$ cat src/rtl/systolic_operand_feeder.sv
// Operand feeder for the systolic array: loads a DIM x DIM row-major matrix from the
// operand RAM into a local buffer, then streams it to the row inputs with diagonal skew.
module systolic_operand_feeder #(
    parameter int DATA_W = 16,
    parameter int ADDR_W = 4,
    parameter int DIM    = 2
) (
    input  logic                  clk,
    input  logic                  rst,
    input  logic                  start,
    input  logic [ADDR_W-1:0]     base_addr,
    output logic                  ram_en,
    output logic                  ram_we,
    output logic [ADDR_W-1:0]     ram_addr,
    output logic [DATA_W-1:0]     ram_di,
    input  logic [DATA_W-1:0]     ram_do,
    output logic [DIM*DATA_W-1:0] out_data,
    output logic [DIM-1:0]        out_lane_vld,
    output logic                  out_valid,
    output logic                  busy,
    output logic                  done
);

    localparam int NELEM  = DIM * DIM;
    localparam int CNT_W  = $clog2(NELEM);
    localparam int NSTEP  = 2 * DIM - 1;
    localparam int STEP_W = $clog2(NSTEP + 1);
    localparam logic [CNT_W-1:0]  LAST_RD   = CNT_W'(NELEM - 1);
    localparam logic [STEP_W-1:0] LAST_STEP = STEP_W'(NSTEP - 1);

    localparam logic [1:0] S_IDLE   = 2'd0;
    localparam logic [1:0] S_LOAD   = 2'd1;
    localparam logic [1:0] S_DRAIN  = 2'd2;
    localparam logic [1:0] S_STREAM = 2'd3;

    logic [1:0]          state;
    logic [ADDR_W-1:0]   base_q;
    logic [CNT_W-1:0]    rd_cnt;
    logic [CNT_W-1:0]    cap_idx;
    logic                cap_vld;
    logic [STEP_W-1:0]   step;
    logic [STEP_W-1:0]   nstep;
    logic [DATA_W-1:0]   opbuf [NELEM];
    logic [DIM*DATA_W-1:0] nxt_data;
    logic [DIM-1:0]      nxt_vld;
    logic                last_step;
    logic                load_out;

    assign ram_en    = (state == S_LOAD);
    assign ram_we    = 1'b0;
    assign ram_di    = '0;
    assign ram_addr  = base_q + ADDR_W'(rd_cnt);
    assign busy      = (state != S_IDLE);
    assign last_step = (state == S_STREAM) && (step == LAST_STEP);
    assign load_out  = (state == S_DRAIN) || ((state == S_STREAM) && (step != LAST_STEP));
    // Output registers run one step ahead of the counter they are loaded from.
    assign nstep     = (state == S_STREAM) ? step + STEP_W'(1) : '0;

    for (genvar i = 0; i < DIM; i++) begin : g_lane
        int              col;
        logic [CNT_W-1:0] idx;
        logic            v;
        logic [DATA_W-1:0] d;
        always_comb begin
            col = int'(nstep) - i;
            v   = (col >= 0) && (col < DIM);
            idx = CNT_W'(i * DIM + col);
            d   = '0;
            if (v) d = opbuf[idx];
        end
        assign nxt_data[i*DATA_W +: DATA_W] = d;
        assign nxt_vld[i] = v;
    end

    // Buffer holds no reset; it is always fully rewritten before being streamed.
    always_ff @(posedge clk) begin
        if (cap_vld) opbuf[cap_idx] <= ram_do;
    end

    always_ff @(posedge clk or posedge rst) begin
        if (rst) begin
            state        <= S_IDLE;
            base_q       <= '0;
            rd_cnt       <= '0;
            step         <= '0;
            cap_vld      <= 1'b0;
            cap_idx      <= '0;
            out_data     <= '0;
            out_lane_vld <= '0;
            out_valid    <= 1'b0;
            done         <= 1'b0;
        end else begin
            cap_vld <= (state == S_LOAD);
            cap_idx <= rd_cnt;
            done    <= last_step;
            if (load_out) begin
                out_data     <= nxt_data;
                out_lane_vld <= nxt_vld;
                out_valid    <= 1'b1;
            end else begin
                out_data     <= '0;
                out_lane_vld <= '0;
                out_valid    <= 1'b0;
            end
            case (state)
                S_IDLE: begin
                    if (start) begin
                        base_q <= base_addr;
                        rd_cnt <= '0;
                        state  <= S_LOAD;
                    end
                end
                S_LOAD: begin
                    if (rd_cnt == LAST_RD) state <= S_DRAIN;
                    else rd_cnt <= rd_cnt + CNT_W'(1);
                end
                S_DRAIN: begin
                    step  <= '0;
                    state <= S_STREAM;
                end
                S_STREAM: begin
                    if (step == LAST_STEP) state <= S_IDLE;
                    else step <= step + STEP_W'(1);
                end
                default: state <= S_IDLE;
            endcase
        end
    end

endmodule

$ cat config.mk
export PLATFORM = sky130hd
export DESIGN_NAME = systolic_operand_feeder
export DESIGN_NICKNAME = d
export VERILOG_FILES = /design/src/rtl/systolic_operand_feeder.sv
export SDC_FILE = /design/constraint.sdc
export NUM_CORES = 1
export LEC_CHECK = 0
export CORE_MARGIN = 2
export CORE_UTILIZATION = 56
export DETAILED_ROUTE_END_ITERATION = 8
export GPL_ROUTABILITY_DRIVEN = 0
export PLACE_DENSITY = 0.85
export SLEW_MARGIN = 20
export SYNTH_ARGS = -nofsm -noshare
export SYNTH_HDL_FRONTEND = slang
export SYNTH_SLANG_ARGS = --single-unit
$ cat constraint.sdc
create_clock -name clk -period 5.15 [get_ports clk]
set_input_delay 0.515 -clock clk [delete_from_list [all_inputs] [get_ports clk]]
set_output_delay 0.515 -clock clk [all_outputs]
set_load 0.01 [all_outputs]
Word-level counts from Yosys, hierarchy flattened:

Memories as Yosys holds them, arrays and structs flattened.
Cells that the tools add are included.

* register bits: 49
* latch bits: 0
* memory bits (writable): 64
* memory bits (read-only): 0
* bits of input ports: 23
* output and inout port bits: 59
* logic and storage cells: 61
* memories kept: 1

* $add $sub $neg: 5
* multiply operators: 0
* divide/modulo/power cells: 0
* $lt $le $gt $ge: 4
* eq/ne operators: 11
* shift-type cells: 0
* mux-type cells: 17
* bitwise operators: 0
* reduce and logical (&&, ||, !) cells: 13

Memory list
* opbuf: depth 4, width 16, rd ports 2, clocked after Yosys merged registers in 0, wr ports 1, line 43 `logic [DATA_W-1:0] opbuf [NELEM];`

Operators with widths (count)
* 16-bit two-way mux: 2
* 32-bit two-way mux: 1
* 2-bit two-way mux: 8
* 2-bit == test (second input constant): 4
* 2-bit inequality test (second input constant): 4
* 2-bit case mux with 2 select lines: 2
* 2-bit case mux with 4 select lines: 1
* 3-bit AND reduction: 2
* 2-bit nonzero test: 3
* 2-bit by 1-bit adder with 2-bit output (second input constant): 2
* 4-bit by 2-bit adder with 4-bit output: 1
* 1-bit logical AND: 4
* 2-bit by 1-bit inequality test with 1-bit output (second input constant): 2
* 2-bit AND reduction: 2
* 3-bit by 1-bit >= comparator with 1-bit output (second input constant): 1
* 3-bit less-than comparator (second input constant): 1
* 1-bit two-way mux: 3
* 2-bit by 1-bit subtractor with 3-bit output (second input constant): 1
* 2-bit adder (first input constant): 1
* 2-bit by 1-bit == test with 1-bit output (second input constant): 1
* 2-bit by 1-bit >= comparator with 1-bit output (second input constant): 1
* 2-bit logical NOT: 1
* 2-bit less-than comparator (second input constant): 1
* 1-bit logical OR: 1

Longest topological paths before layout:

* word-level depth: 7
* depth in mapped cells: 7
* gate-level depth less buffers: 6

Least setup slack after synthesis:

Ideal clock, no wire load.

* path kind: reg2reg
* start: register cap_idx[1]
* end: memory opbuf[0][0], enable pin
* library setup time: 0.413 ns
* arrival time: 1.643 ns
* data required time: 4.737 ns
* setup slack: 3.094 ns
* cell stages (with the launch flop): 2
* buffers on the path: 0
* period minus slack after synthesis: 2.056 ns
* path through: dfrtp_1 -> nor3b_1

RTL lines
* from (decl): line 39 `logic [CNT_W-1:0] cap_idx;`
* from (signal assigned): line 94 `cap_idx <= rd_cnt;`
* to (decl): line 43

No word-level cell before the write port.

Final worst setup path:

* start: register rd_cnt[0]
* end: output port ram_addr[2]

* word-level cells in the longest chain between the ends: 1

Ends and longest elaborated chain
* from (decl): line 38 `logic [CNT_W-1:0] rd_cnt;`
* from (signal assigned): line 115 `else rd_cnt <= rd_cnt + CNT_W'(1);`
* 4-bit by 2-bit adder with 4-bit output: line 52 `assign ram_addr = base_q + ADDR_W'(rd_cnt);`
* to (decl): line 14 `output logic [ADDR_W-1:0] ram_addr,`

No other way between the ends.

==> results.py <==
metrics = {
    "global_route": {
        "met2_usage_pct": 35.0,
        "grt_max_degree": 50,
        "grt_pass1_vias": 2564,
        "grt_antenna_before_repair": 0,
        "grt_first_pass_wirelength_um": 13300,
        "globalRoute.busiestLayer": "met2",
        "track_usage_pct": 21.4,
        "grt_use_met3_pct": 6.12,
        "met1_usage_pct": 26.9,
        "grt_overflow": 0,
    },
    "sta": {
        "rsz0062_at_grt": "false",
        "max_slew_margin_pct": 36.6,
        "setup_viol": 0,
        "tns_ns": 0,
        "fin_worst_skew_ns": 0.00824,
        "min_period_over_period_pct": 54.2,
        "whs_ns": 0.466,
        "timing.final.ws_setup_ns": 2.36,
        "fin_crit_ns": 2.79,
        "hold_viol": 0,
        "slew_viol_final": 0,
        "fmax_mhz": 359,
        "worstMarginPinSlew_ns": 0.949,
    },
    "clocking": {
        "cts_tree": "yes",
        "cts_num_sinks": 113,
        "numCtsBuffers": 17,
        "cts_setup_buffers": 0,
        "cts_root_buf": "clkbuf_8",
        "cts_max_path_buffers": 2,
        "clk_pin_slew_ns": 0.05,
        "holdBufCountCts": 0,
        "cts_resized": 0,
        "h-tree-depth": 4,
        "clk_latency_ns": 0.51,
    },
    "power_and_ir_drop": {
        "seqPwrFrac_pct": 35.7,
        "p_clk_share_pct": 31.5,
        "intPower_w": 0.00258,
        "p_leak_nw": 2.31,
        "ir_drop_uv": 370,
        "pwr_density_cell_mw_per_mm2": 636,
        "p_sw_share_pct": 29.7,
        "p_sw_w": 0.00109,
        "power_frac_comb_pct": 32.8,
    },
    "placement": {
        "place_ws_ns": 2.85,
        "io_buffer_count": 64,
        "dp.final_hpwl_um": 5140,
        "post_dp_cell_area_sq_mm": 0.00517,
    },
    "worst_hold_path": {
        "min_path_type": "input port to async pin",
    },
    "route": {
        "num_vias": 2496,
        "wl_per_cell_um": 17.4,
        "initialDrtViolationCount": 212,
        "antenna_left": 0,
        "avgViaCountPerCell": 5.22,
        "dr.pass1.iters": 5,
        "drc": 0,
        "wl_um": 8310,
    },
    "synth": {
        "synth_cell_type_count": 35,
        "netlist_area_sq_mm": 0.00448,
        "ys_warn_count": 0,
        "syn_inst": 286,
        "ys_ff_latch": 113,
        "synth_area_per_cell_sq_um": 15.7,
        "yosysSeqAreaShare_pct": 70.2,
    },
    "floorplanning": {
        "die_w_um": 93.5,
        "coreArea_sq_mm": 0.00773,
        "die_area_sq_mm": 0.00874,
        "die_h_um": 93.5,
        "pin_count": 82,
        "num_rows": 32,
        "start_util_pct": 58.0,
    },
    "outcome": {
        "outcome": "completed",
    },
    "critical_path": {
        "worst_path_max_delay_cell": "clkdlybuf4s50_1",
        "path_delay_family": "adder cells",
        "critPathMaxStageDelay_ns": 0.55,
        "crit_chain": "ha_1 > fa_1 > xor2_1 > clkdlybuf4s50_1",
        "rr_startpoint": "state[1]",
        "cp_num_buf_inv": 1,
        "cp-end-kind": "primary output",
        "required_ns": 4.64,
        "arrival_ns": 2.27,
        "cp-start-kind": "flop",
        "r2r_slack_ns": 2.81,
        "critPathMaxFanout": 6,
        "critical_path_class": "flop to primary output",
        "cp-startpoint": "rd_cnt[0]",
    },
    "final_layout": {
        "design_area_sq_mm": 0.00576,
        "drive_above_1_share_pct": 15.4,
        "diodes": 0,
        "synthToLayoutAreaGrowth_pct": 28.5,
        "nets": 397,
    },
    "run": {
        "cap_violations": 0,
    },
}
==> final timing paths <==
kind | cells after the start | endpoint
setup / recovery | 4 | ram_addr[2]
hold / removal | 2 | done
setup reg to reg | 5 | out_data[17]
hold reg to reg | 0 | cap_idx[0]
max in group asynchronous | 2 | out_data[30]
min in group clk | 0 | cap_idx[0]
==> synthesized netlist by cell type (all sizes together) <==
| library cell | n | area [sq um] |
|---|---|---|
| nor3b | 1 | 7.51 |
| a21oi | 18 | 90.1 |
| a22o | 1 | 8.76 |
| buf | 20 | 148 |
| nand3 | 1 | 5.00 |
| mux2 | 6 | 67.6 |
| nand2 | 39 | 149 |
| dfrtp | 49 | 1230 |
| nor2b | 17 | 106 |
| conb | 1 | 3.75 |
| or2 | 1 | 6.26 |
| o21ai | 3 | 15.0 |
| clkbuf | 4 | 15.0 |
| nand4 | 1 | 6.26 |
| and3 | 1 | 6.26 |
| o21bai | 1 | 7.51 |
| edfxtp | 64 | 1920 |
| fa | 1 | 20.0 |
| mux2i | 2 | 20.0 |
| nand2b | 1 | 6.26 |
| and2 | 1 | 6.26 |
| xor2 | 2 | 17.5 |
| xnor2 | 1 | 8.76 |
| o211ai | 1 | 7.51 |
| and3b | 1 | 8.76 |
| mux4 | 16 | 360 |
| a21o | 2 | 15.0 |
| inv | 10 | 37.5 |
| and2b | 2 | 15.0 |
| ha | 10 | 125 |
| nor2 | 7 | 33.8 |
| a2111o | 1 | 11.3 |
==> power groups by stage <==
stage | clock (W) | combinational (W) | sequential [W]
after global placement | 0 | 0.00117 | 0.00131
final | 0.00115 | 0.00120 | 0.00131
after floorplan | 0 | 0.000690 | 0.00136
after CTS | 0.00117 | 0.00122 | 0.00131
after global routing | 0.00122 | 0.00131 | 0.00134
after detailed placement | 0 | 0.00121 | 0.00133
==> final cells by class <==
cell class                 instances  area [sq um]
clock buffer                      19           422
clock inverter                    13           168
sequential                       113          3150
tap                              102           128
multi-input combinational        155          1200
fill                             439          1970
inverter                          10          38.8
timing repair buffer              66           656
==> routing by layer <==
metal  routed length [um]  vias up  part of all wire, %
li1                     -     1141                    -
met1                 3310     1240                   40
met2                 4330      107                   52
met3                  565        8                  6.8
met4                  106        0                  1.3
met5                    0        -                    0
==> cell usage in the layout (no fill, tap or decap), types with 6 or more instances in the layout <==
cell	Yosys	final
clkbuf_16	0	16
edfxtp_1	64	64
clkinv_2	0	6
ha_1	10	10
mux4_2	16	16
a21oi_1	18	18
clkdlybuf4s50_1	0	64
conb_1	1	17
inv_1	10	9
nor2b_1	17	17
dfrtp_1	49	49
mux2_2	6	6
nand2_1	38	38
==> worst register-to-register path: cells and delay by family (launching register included) <==
kind / cells / cell delay, ns
fa+ha+maj: 1 / 0.22
flops: 1 / 0.41
simple gates: 2 / 0.75
compound gates: 1 / 0.70
buf+inv: 1 / 0.11
==> kinds of logic after synthesis <==
kind of cell             share of synthesized area, %
AND/OR/NAND/NOR                                  7.95
buffers and inverters                            4.47
AO/OA/AOI/OAI                                    3.46
other                                          0.0836
XOR/XNOR                                        0.586
adder cells (fa/ha/maj)                          3.24
flip-flops                                       70.2
multiplexers                                     9.99
==> registers in the layout (all words and copies together), names as in the netlist <==
| signal | count |
|---|---|
| base_q | 4 |
| cap_idx | 2 |
| cap_vld | 1 |
| done | 1 |
| opbuf | 64 |
| out_data | 32 |
| out_lane_vld | 2 |
| out_valid | 1 |
| rd_cnt | 2 |
| state | 2 |
| step | 2 |
==> per-stage QoR <==
step | instances | util [%] | power [W]
5_1_grt | 478 | 74.6 | 0.00387
2_1_floorplan | 302 | - | 0.00205
4_1_cts | 478 | 74.5 | 0.00370
3_3_place_gp | 446 | 66.9 | 0.00248
3_5_place_dp | 446 | 66.9 | 0.00253
6_report | 478 | 74.6 | 0.00367
Note: power is estimated with default switching activity, not from simulation.
